<file path="config.mk">
export PLATFORM = sky130hd
export DESIGN_NAME = mem_stream_merger
export DESIGN_NICKNAME = d
export VERILOG_FILES = /design/src/rtl/mem_stream_merger.sv
export SDC_FILE = /design/constraint.sdc
export NUM_CORES = 1
export LEC_CHECK = 0
export ABC_AREA = 1
export CAP_MARGIN = 30
export CORE_MARGIN = 2
export CORE_UTILIZATION = 50
export DETAILED_ROUTE_END_ITERATION = 7
export PLACE_DENSITY = 0.85
export SLEW_MARGIN = 20
export SYNTH_ARGS = -nofsm -noshare
export SYNTH_HDL_FRONTEND = slang
export SYNTH_SLANG_ARGS = --single-unit
export TNS_END_PERCENT = 20
</file>
<file path="constraint.sdc">
create_clock -name clk -period 9.3 [get_ports clk]
set_input_delay 1.395 -clock clk [delete_from_list [all_inputs] [get_ports clk]]
set_output_delay 1.395 -clock clk [all_outputs]
set_load 0.01 [all_outputs]
</file>
<file path="src/rtl/mem_stream_merger.sv">
// Drains up to NBANK memory blocks in encoder-selected order into one bank-tagged valid/ready stream.
// Optional macro MERGE_TRUNC_EN adds a per-event read limit (MAX_OUT) and a truncated flag.
module mem_stream_merger #(
    parameter int NBANK      = 12,
    parameter int NBITS      = 6,
    parameter int DATA_W     = 32,
    parameter int RD_LAT     = 2,
    parameter int FIFO_DEPTH = 4,
    parameter int SEL_WAIT   = 3
`ifdef MERGE_TRUNC_EN
    , parameter int MAX_OUT  = 100
`endif
) (
    input  logic                    clk,
    input  logic                    reset,
    input  logic                    start,
    input  logic [NBANK*NBITS-1:0]  nentries,
    output logic [NBANK-1:0]        has_dat,
    input  logic [3:0]              sel,
    input  logic                    done,
    output logic                    rd_en,
    output logic [3:0]              rd_bank,
    output logic [NBITS-1:0]        rd_addr,
    input  logic [DATA_W-1:0]       rd_data,
    output logic [DATA_W+3:0]       out_data,
    output logic                    out_valid,
    input  logic                    out_ready,
    output logic                    busy,
    output logic [2:0]              state_dbg,
    output logic                    evt_done
`ifdef MERGE_TRUNC_EN
    , output logic                  truncated
`endif
);

    typedef enum logic [2:0] {
        S_IDLE  = 3'd0,
        S_WAIT  = 3'd1,
        S_LATCH = 3'd2,
        S_READ  = 3'd3,
        S_FLUSH = 3'd4
    } state_t;

    localparam int AW = $clog2(FIFO_DEPTH);
    localparam int CW = $clog2(FIFO_DEPTH + RD_LAT + 1);

    state_t            state, state_nx;
    logic [NBITS-1:0]  cnt [NBANK];
    logic [3:0]        bank;
    logic [3:0]        wait_cnt;
    logic [RD_LAT-1:0] tag_v;
    logic [3:0]        tag_b [RD_LAT];

    logic [DATA_W+3:0] fifo_mem [FIFO_DEPTH];
    logic [AW-1:0]     wr_ptr, rd_ptr;
    logic [AW:0]       fifo_cnt;

    logic              push, pop;
    logic [CW-1:0]     inflight;
    logic              credit_ok;
    logic [15:0]       has_pad;
    logic [3:0]        sel_idx;
    logic              sel_hit;
    logic              last_rd;
    logic              trunc_hit;
    logic              bank_ld, clr_all, drain_done;

    assign state_dbg = state;
    assign rd_bank   = bank;

    // Stream handshake: a word transfers on any cycle with out_valid & out_ready;
    // out_valid never drops and out_data never changes until that happens.
    assign out_valid = (fifo_cnt != '0);
    assign out_data  = out_valid ? fifo_mem[rd_ptr] : '0;
    assign pop       = out_valid & out_ready;
    assign push      = tag_v[RD_LAT-1];

    always_comb begin
        inflight = '0;
        for (int k = 0; k < RD_LAT; k++) inflight = inflight + CW'(tag_v[k]);
    end

    // Landing words are still counted as in flight, so a read is only issued
    // when a FIFO slot is guaranteed to be free when its data arrives.
    assign credit_ok = (CW'(fifo_cnt) + inflight) < CW'(FIFO_DEPTH);

    // Padding makes sel=0 (wraps to 15) and sel>NBANK land on a zero bit.
    assign has_pad = 16'(has_dat);
    assign sel_idx = sel - 4'd1;
    assign sel_hit = has_pad[sel_idx];
    assign last_rd = (rd_addr == (cnt[bank] - NBITS'(1)));

`ifdef MERGE_TRUNC_EN
    logic [15:0] issued;
    logic        trunc_pend;

    assign trunc_hit = (issued == 16'(MAX_OUT));

    always_ff @(posedge clk or posedge reset) begin
        if (reset) begin
            issued     <= '0;
            trunc_pend <= 1'b0;
            truncated  <= 1'b0;
        end else begin
            if (state == S_IDLE && start) begin
                issued     <= '0;
                trunc_pend <= 1'b0;
                truncated  <= 1'b0;
            end else if (rd_en) begin
                issued <= issued + 16'd1;
            end
            if (state == S_READ && trunc_hit) trunc_pend <= 1'b1;
            if (drain_done) truncated <= trunc_pend;
        end
    end
`else
    assign trunc_hit = 1'b0;
`endif

    always_ff @(posedge clk or posedge reset) begin
        if (reset) state <= S_IDLE;
        else       state <= state_nx;
    end

    always_comb begin
        state_nx   = state;
        rd_en      = 1'b0;
        bank_ld    = 1'b0;
        clr_all    = 1'b0;
        drain_done = 1'b0;
        case (state)
            S_IDLE: begin
                if (start) state_nx = S_WAIT;
            end
            S_WAIT: begin
                if (wait_cnt == '0) state_nx = S_LATCH;
            end
            S_LATCH: begin
                if (done) begin
                    state_nx = S_FLUSH;
                end else if (sel_hit) begin
                    bank_ld  = 1'b1;
                    state_nx = S_READ;
                end else begin
                    clr_all  = 1'b1;
                    state_nx = S_FLUSH;
                end
            end
            S_READ: begin
                if (trunc_hit) begin
                    clr_all  = 1'b1;
                    state_nx = S_FLUSH;
                end else if (credit_ok) begin
                    rd_en = 1'b1;
                    if (last_rd) state_nx = S_WAIT;
                end
            end
            S_FLUSH: begin
                if (fifo_cnt == '0 && inflight == '0) begin
                    drain_done = 1'b1;
                    state_nx   = S_IDLE;
                end
            end
            default: state_nx = S_IDLE;
        endcase
    end

    always_ff @(posedge clk or posedge reset) begin
        if (reset) begin
            has_dat  <= '0;
            bank     <= '0;
            rd_addr  <= '0;
            wait_cnt <= '0;
            busy     <= 1'b0;
            evt_done <= 1'b0;
            for (int i = 0; i < NBANK; i++) cnt[i] <= '0;
        end else begin
            evt_done <= drain_done;
            if (drain_done) busy <= 1'b0;
            if (state == S_IDLE && start) begin
                busy <= 1'b1;
                for (int i = 0; i < NBANK; i++) begin
                    cnt[i]     <= nentries[i*NBITS +: NBITS];
                    has_dat[i] <= (nentries[i*NBITS +: NBITS] != '0);
                end
            end
            // The wait counter reloads on every entry so sel/done always reflect the latest has_dat.
            if (state_nx == S_WAIT && state != S_WAIT)
                wait_cnt <= 4'(SEL_WAIT - 1);
            else if (state == S_WAIT && wait_cnt != '0)
                wait_cnt <= wait_cnt - 4'd1;
            if (bank_ld) begin
                bank    <= sel_idx;
                rd_addr <= '0;
            end
            if (rd_en) begin
                rd_addr <= rd_addr + NBITS'(1);
                if (last_rd) has_dat[bank] <= 1'b0;
            end
            if (clr_all) has_dat <= '0;
        end
    end

    always_ff @(posedge clk or posedge reset) begin
        if (reset) begin
            tag_v <= '0;
            for (int k = 0; k < RD_LAT; k++) tag_b[k] <= '0;
        end else begin
            tag_v[0] <= rd_en;
            tag_b[0] <= bank;
            for (int k = 1; k < RD_LAT; k++) begin
                tag_v[k] <= tag_v[k-1];
                tag_b[k] <= tag_b[k-1];
            end
        end
    end

    always_ff @(posedge clk or posedge reset) begin
        if (reset) begin
            wr_ptr   <= '0;
            rd_ptr   <= '0;
            fifo_cnt <= '0;
        end else begin
            if (push) wr_ptr <= wr_ptr + AW'(1);
            if (pop)  rd_ptr <= rd_ptr + AW'(1);
            case ({push, pop})
                2'b10:   fifo_cnt <= fifo_cnt + (AW+1)'(1);
                2'b01:   fifo_cnt <= fifo_cnt - (AW+1)'(1);
                default: fifo_cnt <= fifo_cnt;
            endcase
        end
    end

    always_ff @(posedge clk) begin
        if (push) fifo_mem[wr_ptr] <= {tag_b[RD_LAT-1], rd_data};
    end

endmodule

</file>
==> results by group, run 1 <==
CTS
  – Post-CTS Repair Setup Buffers: 0
  – TritonCTS Sinks: 264
  – Number of H-tree branching levels: 1
  – CTS tree: yes
  – CTS Root Buffer Type: clkbuf_16
  – Resized Gates After CTS: 0
  – Clk_lat worst skew: 0.54 ns
  – Worst-path clk slew: 0.06 ns
  – CTS Buf Count: 27
  – Hold buffer count at CTS: 0
  – Clk buf depth: 3

Power
  – Peak VDD IR: 0.0001744 V
  – Leakage: 6.229 nW
  – Final total power: 4.852 mW
  – Power Density: 329.0 nW/um^2

Setup path
  – R2R cell count: 18
  – Most frequent CP cell: buf_4
  – Worst reg2reg setup slack: 5.95 ns
  – Worst path cell trace: buf_4, clkinv_1, buf_4, o21ai_0, a21oi_1, clkdlybuf4s50_1
  – CP max FO: 74
  – Crit-path slowest cell: buf_4
  – Crit Path Category: register to output pin
  – WP data required: 7.91 ns
  – Crit path launch: rd_ptr[0]
  – RR Endpoint: has_dat[7]
  – RR Startpoint: rd_bank[0]
  – Worst path arrival time: 3.33 ns
  – Max stage delay on crit path: 0.58 ns
  – CP Buf/Inv Count: 4
  – Crit path launch type: register
  – Worst setup EP type: output pin
  – Top Family by Delay on Critical Path: buffers and inverters

Hold path
  – Hold endpoint: tag_b[0]
  – HP Start: tag_b[4]
  – Worst Hold Depth: 0
  – Hold WC Path Type: register to register

Floorplan
  – Core area: 23,330 um^2
  – Placement Rows: 56
  – Die area: 24,900 um^2
  – Initial core utilization: 50.68%
  – Die height: 157.8 um
  – Die boundary width: 157.8 um
  – I/O pins: 178

Cells and area
  – Antenna cells: 0
  – Nets: 1,565
  – Area growth from synthesis to layout: 24.70%
  – Layout cell share with drive strength beyond 1: 5.685%
  – Final core occ: 63.20%

Run
  – Max-cap viol count: 0

Logic synthesis
  – Mapped Nets: 1,401
  – Post-Syn Instances: 1,275
  – Mapped Area: 11,830 um^2
  – Post-synthesis cell type count: 39
  – Avg Inst Size Synth: 9.275 um^2
  – Yosys Warn Count: 0
  – Sequential area share after synthesis: 61.96%
  – Synthesis-stage register bit count: 264

Timing
  – Final min period: 4.722 ns
  – Unrepaired setup endpoints after global routing: false
  – Finish-stage setup viols: 0
  – Highest Clock Rate: 211.8 MHz
  – Final hold vios: 0
  – Worst-Margin Slew: 0.9248 ns
  – Post-route setup TNS: 0 ns
  – Fin crit share: 50.77%
  – Relative slew margins: 38.35%
  – Max Slew Vio Count: 0
  – Setup WS post-layout: 4.578 ns
  – Post-Route Skew: 0.01181 ns
  – Hold slack: 0.3425 ns

Detailed routing
  – Highest Signal Layer: met4
  – Met2 WL: 14,270 um
  – Met3 Wirelength: 2269 um
  – Initial DRC count: 737
  – Routed vias/inst: 5.219
  – Post-route DRC: 0
  – First-pass detailed-route iteration total: 7
  – Metal-1 WL: 11,540 um
  – Final WL: 28,880 um
  – Vias: 9,284
  – Routed length per placed instance: 16.24 um
  – ANT nets after route: 0

Global routing
  – Initial antenna violation count: 0
  – First-pass GRT wire length: 45,490 um
  – Remaining global-route overflow: 0
  – Largest net degree at the start of global routing: 99
  – Number of global-route vias before repair: 9,223
  – Total GRT Usage: 23.24%

Place
  – Setup WS pre-CTS: 5.106 ns
  – Hpwl dp: 19,230 um
  – Number of port buffers: 177
  – GPL Wtd Cong: 0.9108

Status
  – Status: complete, no violations
## synthesized netlist by cell type
library cell  number  area [um^2]
a31oi_1            1        6.260
buf_2              4        20.02
edfxtp_1         144         4324
o211ai_1           2        15.01
nand2_2            4        25.02
nand3_2            2        20.02
nor2_4             4        45.04
nand4_1           13        81.33
a32o_1             1        10.01
buf_8              2        30.03
inv_1             90        337.8
inv_4              1        6.260
fa_1               1        20.02
inv_2              2        7.510
dfrtp_1          120         3003
a221o_1            1        10.01
nor3_1            16        80.08
a21oi_1           44        220.2
o21ai_0          124        620.6
xor2_1             8        70.07
ha_1              12        150.1
o22ai_1            5        31.28
a22oi_1            1        7.510
clkbuf_1          42        157.7
nand3_1           30        150.1
nand2_1          352         1321
nor2_1           207        777.0
nor4_1             4        25.02
a31o_2             1        8.760
buf_4              3        22.52
a211oi_1           3        22.52
and2_1             1        6.260
clkinv_1           5        18.77
xnor2_1            6        52.55
buf_6              2        22.52
nor2_2             5        31.28
o21ai_1            6        30.03
buf_1              4        15.01
nand2_4            2        22.52
## worst max path at each step
stage,to,slack [ns],cells after the start
3_3_place_gp,has_dat[3],5.17,13
3_5_place_dp,has_dat[2],5.11,13
6_report,out_data[12],4.58,6
5_1_grt,out_data[12],4.37,6
4_1_cts,out_data[12],4.58,6
2_1_floorplan,busy,4.72,1
## report_power, final
part | total (mW) | internal [mW] | switching [mW]
Combinational | 2.08 | 0.836 | 1.24
Clock | 1.07 | 0.623 | 0.449
Sequential | 1.70 | 1.51 | 0.186
## cells by family after synthesis
kind of cell | share of synthesized area [%]
buf+inv | 5.396
fa+ha+maj | 1.439
flops | 61.96
compound gates | 8.306
xor+xnor | 1.037
simple gates | 21.86
## metrics by stage
| step | cell area [um^2] | std cells |
|---|---|---|
| floorplan | 11830 | 1275 |
| global placement | 13850 | 1729 |
| detailed placement | 13850 | 1729 |
| CTS | 14750 | 1779 |
| global route | 14750 | 1779 |
| finish | 14750 | 1779 |
## layout make-up
class                   count  area, um^2
well taps                 319       399.1
fillers                  1888        8587
repair buffers            192        1884
clock inverters            18       155.1
clock buffers              32       735.7
flip-flops and latches    264        7328
inverters                  98       372.9
multi-input cells         856        3870
## placed cells by master, fill, tap and decap left out, types with 3 or more instances in the layout
| cell | Yosys | routed |
|---|---|---|
| dfrtp_1 | 120 | 119 |
| xor2_1 | 8 | 8 |
| clkdlybuf4s50_1 | 0 | 177 |
| nand2_2 | 4 | 4 |
| o22ai_1 | 5 | 5 |
| nor2_1 | 207 | 207 |
| nor2_2 | 5 | 5 |
| nor4_1 | 4 | 4 |
| o21ai_1 | 6 | 6 |
| inv_1 | 90 | 85 |
| nor2_4 | 4 | 4 |
| nor3_1 | 16 | 15 |
| buf_4 | 3 | 15 |
| nand4_1 | 13 | 13 |
| a211oi_1 | 3 | 3 |
| clkbuf_16 | 0 | 28 |
| nand3_2 | 2 | 3 |
| a21oi_1 | 44 | 44 |
| o21ai_0 | 124 | 124 |
| nand2_1 | 352 | 352 |
| clkinv_1 | 5 | 14 |
| xnor2_1 | 6 | 6 |
| nand3_1 | 30 | 29 |
| edfxtp_1 | 144 | 144 |
| ha_1 | 12 | 12 |
| inv_4 | 1 | 3 |
## per-layer routing
layer,up-vias,track usage [%]
li1,4487,-
met3,49,4.380
met1,4381,28.48
met4,0,8.615
met5,-,0
met2,367,40.93
## flip-flops by register name, summed over array words and instances (netlist names), 2 cells and up
name and flops:
cnt 72, fifo_cnt 3, fifo_mem 144, has_dat 12, rd_addr 6, rd_bank 4, rd_ptr 2, state_dbg 3
tag_b 8, tag_v 2, wait_cnt 4, wr_ptr 2
No activity file was read; power rests on OpenSTA's default activity.
==> inputs of run 2 (changes only) <==
Clock period 9.3 ns to 4.95 ns, I/O delays scaled along.
==> results by group, run 2 (synthesis gave the netlist of run 1 again) <==
Cells and area
  – Biggest register: fifo_mem
  – Layout cell share with drive strength beyond 1: 5.890% (+0.21 points)
  – Commonest non-fill, non-tap cell in the layout: nand2_1
  – Antenna cells: 0 (unchanged)
  – Largest register FFs: 144 (unchanged)
  – Multi-input combinational cell area: 3870 um^2 (unchanged)
  – Final core occ: 63.14% (about the same)
  – Regs by FF count: fifo_mem: 144 flops, cnt: 72 flops, has_dat: 12 flops
  – Nets: 1,566 (+0.064%)
  – Area growth from synthesis to layout: 24.58% (about the same)
  – Fillers: 1,817 (-3.8%)
  – Most frequent cells in the layout: 352 x nand2_1, 207 x nor2_1, 177 x clkdlybuf4s50_1
  – Storage cell area: 7328 um^2 (unchanged)

Setup path
  – Worst path arrival time: 2.93 ns (-0.40 ns)
  – Crit Path Category: register to output pin
  – WP data required: 4.21 ns (-3.70 ns)
  – CP max FO: 13 (-82%)
  – Crit path launch type: register
  – Worst setup EP type: output pin

Detailed routing
  – Final WL: 29,630 um (+2.6%)
  – Met3 Wirelength: 2475 um (+9.1%)
  – Highest Signal Layer: met4
  – Initial DRC count: 715 (-3.0%)
  – Routed length per placed instance: 16.66 um (+2.6%)
  – ANT nets after route: 0 (unchanged)
  – Met2 WL: 14,380 um (+0.76%)
  – Post-route DRC: 0 (unchanged)
  – First-pass detailed-route iteration total: 7 (unchanged)
  – Routed vias/inst: 5.255 (+0.70%)
  – Metal-1 WL: 11,810 um (+2.3%)
  – Vias: 9,349 (+0.70%)

CTS
  – Hold buffer count at CTS: 0 (unchanged)
  – Number of H-tree branching levels: 1 (unchanged)
  – Post-CTS Repair Setup Buffers: 0 (unchanged)
  – Worst-path clk slew: 0.06 ns (about the same)
  – Clk buf depth: 3 (unchanged)
  – Resized Gates After CTS: 0 (unchanged)
  – Clk_lat worst skew: 0.52 ns (-0.02 ns)
  – CTS tree: yes
  – TritonCTS Sinks: 264 (unchanged)
  – CTS Buf Count: 26 (-3.7%)
  – CTS Root Buffer Type: clkbuf_16

Power
  – Peak VDD IR: 0.0002747 V (+58%)
  – Power Density: 619.3 nW/um^2 (+88%)
  – Leakage: 6.241 nW (+0.18%)
  – Final total power: 9.124 mW (+88%)

Floorplan
  – Initial core utilization: 50.68% (unchanged)
  – I/O pins: 178 (unchanged)
  – Die height: 157.8 um (unchanged)
  – Core area: 23,330 um^2 (unchanged)
  – Die boundary width: 157.8 um (unchanged)
  – Placement Rows: 56 (unchanged)
  – Die area: 24,900 um^2 (unchanged)

Place
  – Number of port buffers: 177 (unchanged)
  – GPL Wtd Cong: 0.9516 (+4.5%)
  – Setup WS pre-CTS: 1.377 ns (-3.729 ns)
  – Hpwl dp: 19,800 um (+3.0%)

Timing
  – Finish-stage setup viols: 0 (unchanged)
  – Fin crit share: 74.16%
  – Unrepaired setup endpoints after global routing: false
  – Final min period: 3.671 ns
  – Final hold vios: 0 (unchanged)
  – Hold slack: 0.3519 ns (+0.009467 ns)
  – Post-route setup TNS: 0 ns (unchanged)
  – Setup WS post-layout: 1.279 ns (-3.299 ns)
  – Relative slew margins: 38.39% (+0.042 points)
  – Post-Route Skew: 0.01120 ns (-0.0006018 ns)
  – Worst-Margin Slew: 0.9241 ns (-0.0006359 ns)
  – Max Slew Vio Count: 0 (unchanged)
  – Highest Clock Rate: 272.4 MHz

Global routing
  – Initial antenna violation count: 0 (unchanged)
  – Remaining global-route overflow: 0 (unchanged)
  – First-pass GRT wire length: 46,530 um (+2.3%)
  – Number of global-route vias before repair: 9,202 (-0.23%)
  – Largest net degree at the start of global routing: 98 (-1.0%)
  – Total GRT Usage: 23.82% (+0.58 points)

Hold path
  – Hold WC Path Type: register to register

Status
  – Status: complete, no violations

Run
  – Max-cap viol count: 0 (unchanged)
-- run 2: cell count changes in the layout (fill, tap and decap cells not counted), sizes merged --
cell / delta
clkbuf: +6
buf: +2
bufinv: -1
clkinvlp: -3
clkinv: -3
inv: -1
-- run 2: worst paths after layout --
check                            from          end  slack (ns)  depth (start not counted)
max                          tag_v[1]        rd_en        1.28                          8
min                          tag_b[7]     tag_b[3]        0.35                          0
max reg2reg                rd_bank[0]  has_dat[11]        1.60                         17
min reg2reg                  tag_b[7]     tag_b[3]        0.35                          0
max in group asynchronous       reset       cnt[4]        3.37                          3
min in group asynchronous       reset      cnt[60]        0.65                          2
-- run 2: routing by layer --
| metal | GRT usage (%) | up-vias |
|---|---|---|
| met5 | 0 | - |
| met4 | 8.095 | 0 |
| met3 | 4.024 | 65 |
| met2 | 41.37 | 407 |
| met1 | 30.32 | 4380 |
| li1 | - | 4497 |
-- run 2: cell type report --
type	count	area share, %
Sequential cell	264	49.75
Clock buffer	38	5.240
Inverter	98	2.531
Clock inverter	10	0.6115
Timing Repair Buffer	194	12.89
Tap cell	319	2.709
Multi-Input combinational cell	856	26.27
-- run 2: through the flow --
step	cells	area, um^2
after global placement	1731	13870
after floorplan	1275	11830
final	1779	14730
after global routing	1779	14730
after detailed placement	1731	13870
after CTS	1779	14730
-- run 2: power breakdown --
| group | leakage, nW | internal, mW | switching (mW) |
|---|---|---|---|
| Combinational | 3.07 | 1.57 | 2.34 |
| Clock | 0.429 | 1.14 | 0.808 |
| Sequential | 2.74 | 2.84 | 0.420 |
| Total | 6.24 | 5.56 | 3.56 |
-- run 2: critical path: stages (launching register included) --
cell,delay [ns]
dfrtp_1,0.49
ha_1,0.25
ha_1,0.27
a31o_2,0.25
xor2_1,0.21
inv_1,0.06
nor2_1,0.09
buf_4,0.20
clkdlybuf4s50_1,0.59
==> inputs of run 3 (changes only) <==
Settings changed: CORE_UTILIZATION 50 to 49, PLACE_DENSITY 0.85 to 0.86.
Clock period 4.95 ns to 3.1 ns, I/O delays scaled along.
==> results by group, run 3 (synthesis gave the netlist of run 1 again) <==
Setup path
  – Crit Path Category: register to output pin
  – R2R cell count: 18 (+1)
  – Worst setup EP type: output pin
  – RR Endpoint: has_dat[8]
  – Crit path launch: rd_ptr[0]
  – Crit path launch type: register
  – RR Startpoint: rd_bank[0]
  – Worst path arrival time: 2.52 ns (-0.41 ns)
  – WP data required: 2.63 ns (-1.58 ns)
  – Worst reg2reg setup slack: 0.39 ns (-1.21 ns)
  – CP max FO: 25 (+12)

Run
  – Max-cap viol count: 0 (unchanged)

Timing
  – Max Slew Vio Count: 0 (unchanged)
  – Setup WS post-layout: 0.1149 ns (-1.164 ns)
  – Final min period: 2.985 ns
  – Relative slew margins: 43.52% (+5.1 points)
  – Worst-Margin Slew: 0.8455 ns (-0.07867 ns)
  – Highest Clock Rate: 335.0 MHz
  – Finish-stage setup viols: 0 (unchanged)
  – Final hold vios: 0 (unchanged)
  – Fin crit share: 96.29%
  – Post-Route Skew: 0.01443 ns (+0.003223 ns)
  – Unrepaired setup endpoints after global routing: false
  – Post-route setup TNS: 0 ns (unchanged)

Detailed routing
  – Final WL: 30,500 um (+2.9%)
  – ANT nets after route: 0 (unchanged)
  – Post-route DRC: 0 (unchanged)
  – Vias: 9,503 (+1.6%)
  – Initial DRC count: 950 (+33%)
  – Routed vias/inst: 5.312 (+1.1%)
  – First-pass detailed-route iteration total: 6 (-1)
  – Routed length per placed instance: 17.05 um (+2.3%)

Floorplan
  – Die height: 159.3 um (+0.99%)
  – Die boundary width: 159.3 um (+0.99%)
  – Placement Rows: 56 (unchanged)
  – Die area: 25,390 um^2 (+2.0%)
  – I/O pins: 178 (unchanged)
  – Initial core utilization: 50.08% (-0.60 points)
  – Core area: 23,610 um^2 (+1.2%)

Cells and area
  – Area growth from synthesis to layout: 26.06%
  – Regs by FF count: fifo_mem: 144 flops, cnt: 72 flops, has_dat: 12 flops
  – Non-Filler Instances: 1,789 (+0.56%)
  – Fillers: 1,859 (+2.3%)
  – Nets: 1,578 (+0.77%)
  – Most frequent cells in the layout: 352 x nand2_1, 206 x nor2_1, 176 x clkdlybuf4s50_1
  – Layout cell share with drive strength beyond 1: 6.735% (+0.84 points)
  – Commonest non-fill, non-tap cell in the layout: nand2_1
  – Final core occ: 63.13% (about the same)
  – Largest register FFs: 144 (unchanged)
  – Antenna cells: 0 (unchanged)
  – Biggest register: fifo_mem

CTS
  – Post-CTS Repair Setup Buffers: 0 (unchanged)
  – Worst-path clk slew: 0.06 ns (about the same)
  – TritonCTS Sinks: 264 (unchanged)
  – Clk buf depth: 3 (unchanged)
  – Clk_lat worst skew: 0.52 ns (about the same)
  – Hold buffer count at CTS: 0 (unchanged)
  – CTS tree: yes
  – Number of H-tree branching levels: 1 (unchanged)
  – CTS Root Buffer Type: clkbuf_16
  – CTS Buf Count: 25 (-3.8%)

Power
  – Switching Share: 38.64% (-0.43 points)
  – Reg power frac: 35.5% (-0.3 points)
  – Leakage: 6.345 nW (+1.7%)
  – Gate power share: 43.5% (+0.6 points)
  – Net switching power: 5.722 mW (+61%)
  – P_int: 9.085 mW (+63%)
  – Clk pwr share: 21.0% (-0.3 points)
  – Peak VDD IR: 0.0005208 V (+90%)
  – Power Density: 993.3 nW/um^2 (+60%)
  – Final total power: 14.81 mW (+62%)

Hold path
  – Hold WC Path Type: register to register
  – Worst Hold Depth: 0 (unchanged)
  – Hold endpoint: tag_b[3]
  – HP Start: tag_b[7]

Status
  – Status: complete, no violations

Global routing
  – Total GRT Usage: 23.92% (+0.099 points)
  – Largest net degree at the start of global routing: 57 (-42%)
  – Initial antenna violation count: 0 (unchanged)
  – Remaining global-route overflow: 0 (unchanged)
  – Number of global-route vias before repair: 9,485 (+3.1%)
  – First-pass GRT wire length: 48,730 um (+4.7%)

Place
  – Placed cells: 1,744 (+0.75%)
  – Number of port buffers: 177 (unchanged)
  – Hpwl dp: 20,860 um (+5.3%)
  – GPL Wtd Cong: 0.9374 (-1.5%)
  – Setup WS pre-CTS: 0.06249 ns (-1.315 ns)
-- run 3: routing by layer --
layer / vias to the layer above / part of all wire, % / GRT usage [%]
met3: 75 / 8.4 / 4.064
met2: 444 / 48 / 40.24
met5: - / 0 / 0
li1: 4513 / - / -
met4: 0 / 4.2 / 10.29
met1: 4471 / 40 / 30.79
-- run 3: area by class of cell --
cell class	count	area, um^2	share of cell area (%)
clock buffers	36	711.9	4.776
clock inverters	9	130.1	0.8729
inverters	98	377.9	2.535
multi-input cells	856	3881	26.04
flip-flops and latches	264	7332	49.19
well taps	319	399.1	2.678
repair buffers	207	2074	13.92
-- run 3: per-stage QoR --
| step | cell area [um^2] | hold slack, ns |
|---|---|---|
| after floorplan | 11830 | 0.3312 |
| after global placement | 14040 | 0.3361 |
| after detailed placement | 14040 | 0.3356 |
| after CTS | 14900 | 0.3499 |
| after global routing | 14910 | 0.3661 |
| final | 14910 | 0.3479 |
-- run 3: power groups by stage --
stage,combinational [mW],clock (mW),sequential (mW)
after floorplan,3.92,0,5.05
after global placement,6.12,0,5.27
after detailed placement,6.33,0,5.28
after CTS,6.40,3.17,5.23
after global routing,7.17,3.30,5.33
final,6.44,3.11,5.25
-- run 3: how the worst max path moves through the flow --
stage	end	slack [ns]	cells after the start
floorplan	has_dat[4]	0.66	21
global placement	wait_cnt[2]	0.18	12
detailed placement	wait_cnt[2]	0.06	12
CTS	out_data[13]	0.05	6
global route	out_data[13]	0.005	6
finish	out_data[13]	0.11	6
-- run 3: critical path: stages (launching register included) --
cell	delay, ns
dfrtp_4	0.57
buf_4	0.34
nor2_1	0.11
nor2_1	0.13
o21ai_0	0.10
a21oi_1	0.18
clkdlybuf4s50_1	0.57
-- run 3: what timing repair did --
action	in CTS	in global routing
gates resized for setup	4	4
gates cloned	0	0
setup endpoints to repair	1	16
